===== config.mk =====
export PLATFORM = sky130hd
export DESIGN_NAME = instruction_fetch_unit_flat
export DESIGN_NICKNAME = d
export VERILOG_FILES = /design/src/rtl/instruction_fetch_unit_if.sv /design/src/rtl/instruction_fetch_unit.sv /design/src/flat_wrapper.sv
export SDC_FILE = /design/constraint.sdc
export NUM_CORES = 1
export LEC_CHECK = 0
export CORE_ASPECT_RATIO = 1.5
export CORE_MARGIN = 2
export CORE_UTILIZATION = 42
export CTS_BUF_LIST = sky130_fd_sc_hd__clkbuf_4
export DETAILED_ROUTE_END_ITERATION = 10
export GPL_TIMING_DRIVEN = 0
export PLACE_DENSITY = 0.86
export SYNTH_ARGS = -nofsm -noshare
export SYNTH_HDL_FRONTEND = slang
export SYNTH_SLANG_ARGS = --single-unit

===== constraint.sdc =====
create_clock -name clk_i -period 3.8 [get_ports clk_i]
set_input_delay 0.57 -clock clk_i [delete_from_list [all_inputs] [get_ports clk_i]]
set_output_delay 0.57 -clock clk_i [all_outputs]
set_load 0.02 [all_outputs]

===== src/rtl/instruction_fetch_unit_if.sv =====
`default_nettype none
// ============================================================================
// Module   : instruction_fetch_unit_if
// Brief    : PC, instruction-memory and IF/ID handshake bundle for the fetch unit.
// Revision : 1.0
// ============================================================================
interface instruction_fetch_unit_if #(
  parameter int ADDR_W = 32,
  parameter int DATA_W = 32
);
  logic [ADDR_W-1:0] pc_in;
  logic              pc_write;
  logic              flush;
  logic              imem_req;
  logic [ADDR_W-1:0] imem_addr;
  logic              imem_ack;
  logic [DATA_W-1:0] imem_rdata;
  logic              id_valid;
  logic              id_ready;
  logic [DATA_W-1:0] id_instr;
  logic [ADDR_W-1:0] id_pc;
  logic [ADDR_W-1:0] id_pc_plus4;
  logic              fetch_err;

  // The fetch unit itself
  modport master (
    input  pc_in, flush, imem_ack, imem_rdata, id_ready,
    output pc_write, imem_req, imem_addr, id_valid, id_instr, id_pc,
           id_pc_plus4, fetch_err
  );

  // PC register, instruction memory and ID stage
  modport slave (
    output pc_in, flush, imem_ack, imem_rdata, id_ready,
    input  pc_write, imem_req, imem_addr, id_valid, id_instr, id_pc,
           id_pc_plus4, fetch_err
  );
endinterface
`default_nettype wire


===== src/rtl/instruction_fetch_unit.sv =====
`default_nettype none
// ============================================================================
// Module   : instruction_fetch_unit
// Brief    : Fetches one instruction per request from a variable-latency
//            memory into a one-entry IF/ID register, with flush handling.
// Revision : 1.0
// ============================================================================
module instruction_fetch_unit #(
  parameter int                ADDR_W   = 32,
  parameter int                DATA_W   = 32,
  parameter logic [DATA_W-1:0] NOP_WORD = 32'h0000_0000
) (
  input  wire                        clk_i,
  input  wire                        reset_i,
  instruction_fetch_unit_if.master   bus_io
);

  typedef enum logic [1:0] {
    S_IDLE  = 2'd0,
    S_REQ   = 2'd1,
    S_DRAIN = 2'd2
  } state_e;

  localparam logic [ADDR_W-1:0] c_pc_step = ADDR_W'(4);

  state_e              state_q,    state_d;
  logic                req_q,      req_d;
  logic [ADDR_W-1:0]   addr_q,     addr_d;
  logic                valid_q,    valid_d;
  logic [DATA_W-1:0]   instr_q,    instr_d;
  logic [ADDR_W-1:0]   pc_q,       pc_d;
  logic [ADDR_W-1:0]   pc_plus4_q, pc_plus4_d;
  logic                err_q,      err_d;

  logic                slot_free_w;
  logic                pc_write_w;

  assign slot_free_w = !valid_q || bus_io.id_ready;

  always_ff @(posedge clk_i or posedge reset_i) begin
    if (reset_i) begin
      state_q    <= S_IDLE;
      req_q      <= 1'b0;
      addr_q     <= '0;
      valid_q    <= 1'b0;
      instr_q    <= NOP_WORD;
      pc_q       <= '0;
      pc_plus4_q <= '0;
      err_q      <= 1'b0;
    end else begin
      state_q    <= state_d;
      req_q      <= req_d;
      addr_q     <= addr_d;
      valid_q    <= valid_d;
      instr_q    <= instr_d;
      pc_q       <= pc_d;
      pc_plus4_q <= pc_plus4_d;
      err_q      <= err_d;
    end
  end

  always_comb begin
    state_d    = state_q;
    req_d      = req_q;
    addr_d     = addr_q;
    valid_d    = valid_q;
    instr_d    = instr_q;
    pc_d       = pc_q;
    pc_plus4_d = pc_plus4_q;
    err_d      = 1'b0;
    pc_write_w = 1'b0;

    if (valid_q && bus_io.id_ready) begin
      valid_d = 1'b0;
    end

    case (state_q)
      S_IDLE: begin
        if (bus_io.flush) begin
          pc_write_w = 1'b1;
        end else if (bus_io.pc_in[1:0] != 2'b00) begin
          err_d = 1'b1;
        end else if (slot_free_w) begin
          req_d   = 1'b1;
          addr_d  = bus_io.pc_in;
          state_d = S_REQ;
        end
      end

      S_REQ: begin
        if (bus_io.imem_ack) begin
          pc_write_w = 1'b1;
          req_d      = 1'b0;
          state_d    = S_IDLE;
          if (!bus_io.flush) begin
            valid_d    = 1'b1;
            instr_d    = bus_io.imem_rdata;
            pc_d       = addr_q;
            pc_plus4_d = addr_q + c_pc_step;
          end
        end else if (bus_io.flush) begin
          pc_write_w = 1'b1;
          state_d    = S_DRAIN;
        end
      end

      S_DRAIN: begin
        // The request stays up until the memory answers; its data is dropped.
        if (bus_io.flush) begin
          pc_write_w = 1'b1;
        end
        if (bus_io.imem_ack) begin
          req_d   = 1'b0;
          state_d = S_IDLE;
        end
      end

      default: begin
        req_d   = 1'b0;
        state_d = S_IDLE;
      end
    endcase

    if (bus_io.flush) begin
      valid_d = 1'b0;
    end
  end

  assign bus_io.pc_write    = pc_write_w && !reset_i;
  assign bus_io.imem_req    = req_q;
  assign bus_io.imem_addr   = addr_q;
  assign bus_io.id_valid    = valid_q;
  assign bus_io.id_instr    = instr_q;
  assign bus_io.id_pc       = pc_q;
  assign bus_io.id_pc_plus4 = pc_plus4_q;
  assign bus_io.fetch_err   = err_q;

endmodule
`default_nettype wire


===== src/flat_wrapper.sv =====
// flat-port wrapper written by rule: the top's interface ports become plain ports
module instruction_fetch_unit_flat 
#(
  parameter int                ADDR_W   = 32,
  parameter int                DATA_W   = 32,
  parameter logic [DATA_W-1:0] NOP_WORD = 32'h0000_0000
)
  (clk_i, reset_i, bus_io_pc_in, bus_io_flush, bus_io_imem_ack, bus_io_imem_rdata, bus_io_id_ready, bus_io_pc_write, bus_io_imem_req, bus_io_imem_addr, bus_io_id_valid, bus_io_id_instr, bus_io_id_pc, bus_io_id_pc_plus4, bus_io_fetch_err);
  instruction_fetch_unit_if #(.ADDR_W(ADDR_W), .DATA_W(DATA_W)) bus_io_i ();
  input  wire clk_i;
  input  wire reset_i;
  input wire logic [$bits(bus_io_i.pc_in)-1:0] bus_io_pc_in;
  input wire logic [$bits(bus_io_i.flush)-1:0] bus_io_flush;
  input wire logic [$bits(bus_io_i.imem_ack)-1:0] bus_io_imem_ack;
  input wire logic [$bits(bus_io_i.imem_rdata)-1:0] bus_io_imem_rdata;
  input wire logic [$bits(bus_io_i.id_ready)-1:0] bus_io_id_ready;
  output wire logic [$bits(bus_io_i.pc_write)-1:0] bus_io_pc_write;
  output wire logic [$bits(bus_io_i.imem_req)-1:0] bus_io_imem_req;
  output wire logic [$bits(bus_io_i.imem_addr)-1:0] bus_io_imem_addr;
  output wire logic [$bits(bus_io_i.id_valid)-1:0] bus_io_id_valid;
  output wire logic [$bits(bus_io_i.id_instr)-1:0] bus_io_id_instr;
  output wire logic [$bits(bus_io_i.id_pc)-1:0] bus_io_id_pc;
  output wire logic [$bits(bus_io_i.id_pc_plus4)-1:0] bus_io_id_pc_plus4;
  output wire logic [$bits(bus_io_i.fetch_err)-1:0] bus_io_fetch_err;
  assign bus_io_i.pc_in = bus_io_pc_in;
  assign bus_io_i.flush = bus_io_flush;
  assign bus_io_i.imem_ack = bus_io_imem_ack;
  assign bus_io_i.imem_rdata = bus_io_imem_rdata;
  assign bus_io_i.id_ready = bus_io_id_ready;
  assign bus_io_pc_write = bus_io_i.pc_write;
  assign bus_io_imem_req = bus_io_i.imem_req;
  assign bus_io_imem_addr = bus_io_i.imem_addr;
  assign bus_io_id_valid = bus_io_i.id_valid;
  assign bus_io_id_instr = bus_io_i.id_instr;
  assign bus_io_id_pc = bus_io_i.id_pc;
  assign bus_io_id_pc_plus4 = bus_io_i.id_pc_plus4;
  assign bus_io_fetch_err = bus_io_i.fetch_err;
  instruction_fetch_unit #(.ADDR_W(ADDR_W), .DATA_W(DATA_W), .NOP_WORD(NOP_WORD)) u_core (.clk_i(clk_i), .reset_i(reset_i), .bus_io(bus_io_i));
endmodule

==> reports/qor.txt <==
CTS tree: built
Congestion Overflow GR: 0
Setup Viol. Count Final: 0
Row count: 51
Via count: 4,101
Syn_area_per_cell: 13.1 µm²
Initial antenna violation count: 1
CTS Buf Count: 17
Max Fanout on Critical Path: 4
Count leader, synth: dfrtp_1
R2R depth: 6
Seq pwr share: 38.0%
Layout filler cell count: 1,012
DR iter-0 viols: 123
Relative slew slack: 60.2%
Core Box Area: 0.0129 mm²
Max VDD drop: 0.000507 V
Post-synthesis simple-gate area fraction: 8.61%
Critical Path Slowest Stage Cell: clkdlybuf4s50_1
Worst Path Required: 3230 ps
Adder-cell share of the synthesized area: 1.59%
Die Area: 0.0140 mm²
Pwr Density: 855 mW/mm²
Slowest cell delay on critical path: 650 ps
Leak: 3.43 nW
Total Neg Setup Slack: 0 ps
H-tree depth: 4
Hold_buf cts: 0
Area fraction of the dominant cell type after synthesis: 59.7%
Compound-Gate Fraction of Synth Area: 4.10%
I/O Buffers: 200
Vias in the first global route: 4,403
Post-CTS Resized: 0
Clock power share: 13.3%
All-layer global routing usage: 20.6%
Initial Util: 42.6%
Wirelength, routed: 14,200 µm
Worst reg2reg startpoint: u_core.state_q[1]
Multiplexer share of the synthesized area: 19.3%
Synth cell count leaders: dfrtp_1 (131), mux2_2 (94), nand2_1 (37)
Main combinational cell family by area after synthesis: multiplexers
Slack of the critical path: 912 ps
Clk_lat worst skew: 520 ps
Switching Fraction: 39.0%
First-pass GRT wire length: 22,700 µm
Post-Synth XOR/XNOR Area: 4.47%
Cell Area, Placed: 0.00776 mm²
Kind of critical path: reg -> out
Most used flip-flop cell after synthesis: dfrtp_1
Crit path cell chain: inv_1, ha_1, o21ai_0, a211oi_1, clkdlybuf4s50_1
Final core occ: 62.3%
Pins Over Slew Limit: 0
Register area share after synthesis: 59.7%
Die Ht: 144 µm
Share of cells above drive strength 1: 22.2%
Worst Tran Pin Value: 593 ps
Area grow syn2layout: 46.2%
Status: finished clean
Post-Syn Instances: 419
Drt drc: 0
Synthesized flop and latch total: 131
Pre-CTS setup slack: 1050 ps
I/O pin cnt: 201
CP Launch Type: flop
Reg clk slew, reported paths: 110 ps
Synth Net Count: 495
Synth Warn #: 0
Worst setup path endpoint: bus_io_pc_write
MaxCap Viol Count: 0
Async set-reset flop share out of synthesis: 100%
CTS sink cnt: 131
Clock root cell: clkbuf_4
Post-CTS setup buffer count: 0
Sw Pwr: 2.68 mW
Comb power frac: 48.7%
P_int: 4.19 mW
Width of the die: 97.4 µm
Final Hold Fails: 0
Clk_skew: 15.2 ps
Largest area contributor in the netlist: dfrtp_1
Wire per inst: 17.5 µm
R2r setup slk: 1570 ps
Largest cells by area after synthesis: dfrtp_1 (60%), mux2_2 (19%), xor2_1 (3.3%)
Routability cong.: 0.871
Final #Nets: 717
RSZ-0062 raised after global routing: false
DP HPWL: 10,700 µm
HP Class: in -> async
Clk buf depth: 2
Number of synthesized flops with an enable pin: 0
Mapped Area: 0.00549 mm²
Fmax: 346 MHz
Critical Path Sink Type: output pin
WP data arrival: 2320 ps
Largest net degree at the start of global routing: 45
DRT antenna net count: 0
Crit. Startpoint: u_core.state_q[1]
Period minus WS final: 2890 ps
Fin area: 0.00803 mm²
Tcrit/Tclk final: 76.0%
Number of distinct library cells after synthesis: 28
Worst R2R End: u_core.bus_io.id_pc[30]
DRT Pass-1 Iters: 4
Vias/cell: 5.04
-- power by group through the flow --
stage	Combinational (mW)	Clock [mW]	Sequential [mW]
finish	3.34	0.911	2.61
global route	3.55	0.995	2.71
CTS	3.38	0.945	2.62
detailed placement	3.36	0	2.64
global placement	3.27	0	2.59
floorplan	0.930	0	3.32
-- cells in the final DEF, fill, tap and decap left out, types with 2 or more instances in the layout --
cell type / n
clkdlybuf4s50_1: 200
dfrtp_1: 131
mux2_2: 94
nand2_1: 37
o21ai_0: 29
xor2_1: 21
clkbuf_4: 21
nand3_1: 18
buf_2: 9
clkbuf_1: 9
nand4_1: 8
inv_1: 7
xnor2_1: 7
ha_1: 7
nor2_1: 6
and3_1: 6
o21ai_1: 5
nor3_1: 4
nand4_2: 3
clkinvlp_4: 3
clkinv_2: 3
buf_12: 3
nor2b_1: 2
and2_1: 2
a21oi_1: 2
nor4_4: 2
a31oi_1: 2
buf_4: 2
bufinv_16: 2
clkinv_4: 2
-- sequential cells by signal, summed over array words and instances, names as in the netlist --
signal                     count
u_core.bus_io.id_valid         1
u_core.state_q                 2
u_core.bus_io.id_instr        32
u_core.bus_io.imem_req         1
u_core.bus_io.id_pc           32
u_core.bus_io.imem_addr       32
u_core.bus_io.id_pc_plus4     30
u_core.bus_io.fetch_err        1
-- cell type report --
class | count | area, µm² | share of cell area, %
flip-flops and latches | 131 | 3280 | 40.8
multi-input cells | 260 | 2090 | 26.0
repair buffers | 203 | 2060 | 25.7
well taps | 159 | 199 | 2.48
clock buffers | 21 | 158 | 1.96
clock inverters | 10 | 111 | 1.39
plain buffers | 20 | 93.8 | 1.17
inverters | 8 | 33.8 | 0.421
diodes | 1 | 2.50 | 0.0312
-- critical path: cells and delay by family (launching register included) --
kind | cells | cell delay [ps]
DFF | 1 | 430
buffers and inverters | 2 | 780
AOI/OAI and AO/OA | 2 | 360
adders and majority gates | 1 | 240
-- worst min path at each step --
stage	from	endpoint	slack, ps
finish	reset_i	u_core.bus_io.id_valid	410
global placement	u_core.bus_io.id_pc_plus4[4]	u_core.bus_io.id_pc_plus4[4]	460
floorplan	u_core.state_q[1]	u_core.state_q[1]	500
global route	reset_i	u_core.bus_io.id_instr[10]	400
CTS	reset_i	u_core.bus_io.id_valid	370
detailed placement	u_core.bus_io.id_pc_plus4[29]	u_core.bus_io.id_pc_plus4[29]	470
-- cell families after synthesis --
kind of cell | after synthesis
adders and majority gates | 7
muxes | 94
AOI/OAI and AO/OA | 42
xor gates and xnor gates | 28
buffers and inverters | 28
and+or+nand+nor | 89
DFF | 131
-- per-layer routing --
metal	global-route usage, %	share of wire [%]
met3	5.56	6.2
met2	38.0	55
met1	22.4	36
met5	0	0
met4	8.26	2.5
-- stage by stage --
stage,hold WS [ps],std cells,total power [mW]
3_5_place_dp,470,781,6.00
5_1_grt,400,813,7.26
2_1_floorplan,499,419,4.25
4_1_cts,372,812,6.94
3_3_place_gp,463,778,5.86
6_report,414,813,6.86
(Power assumes the default switching activity.)
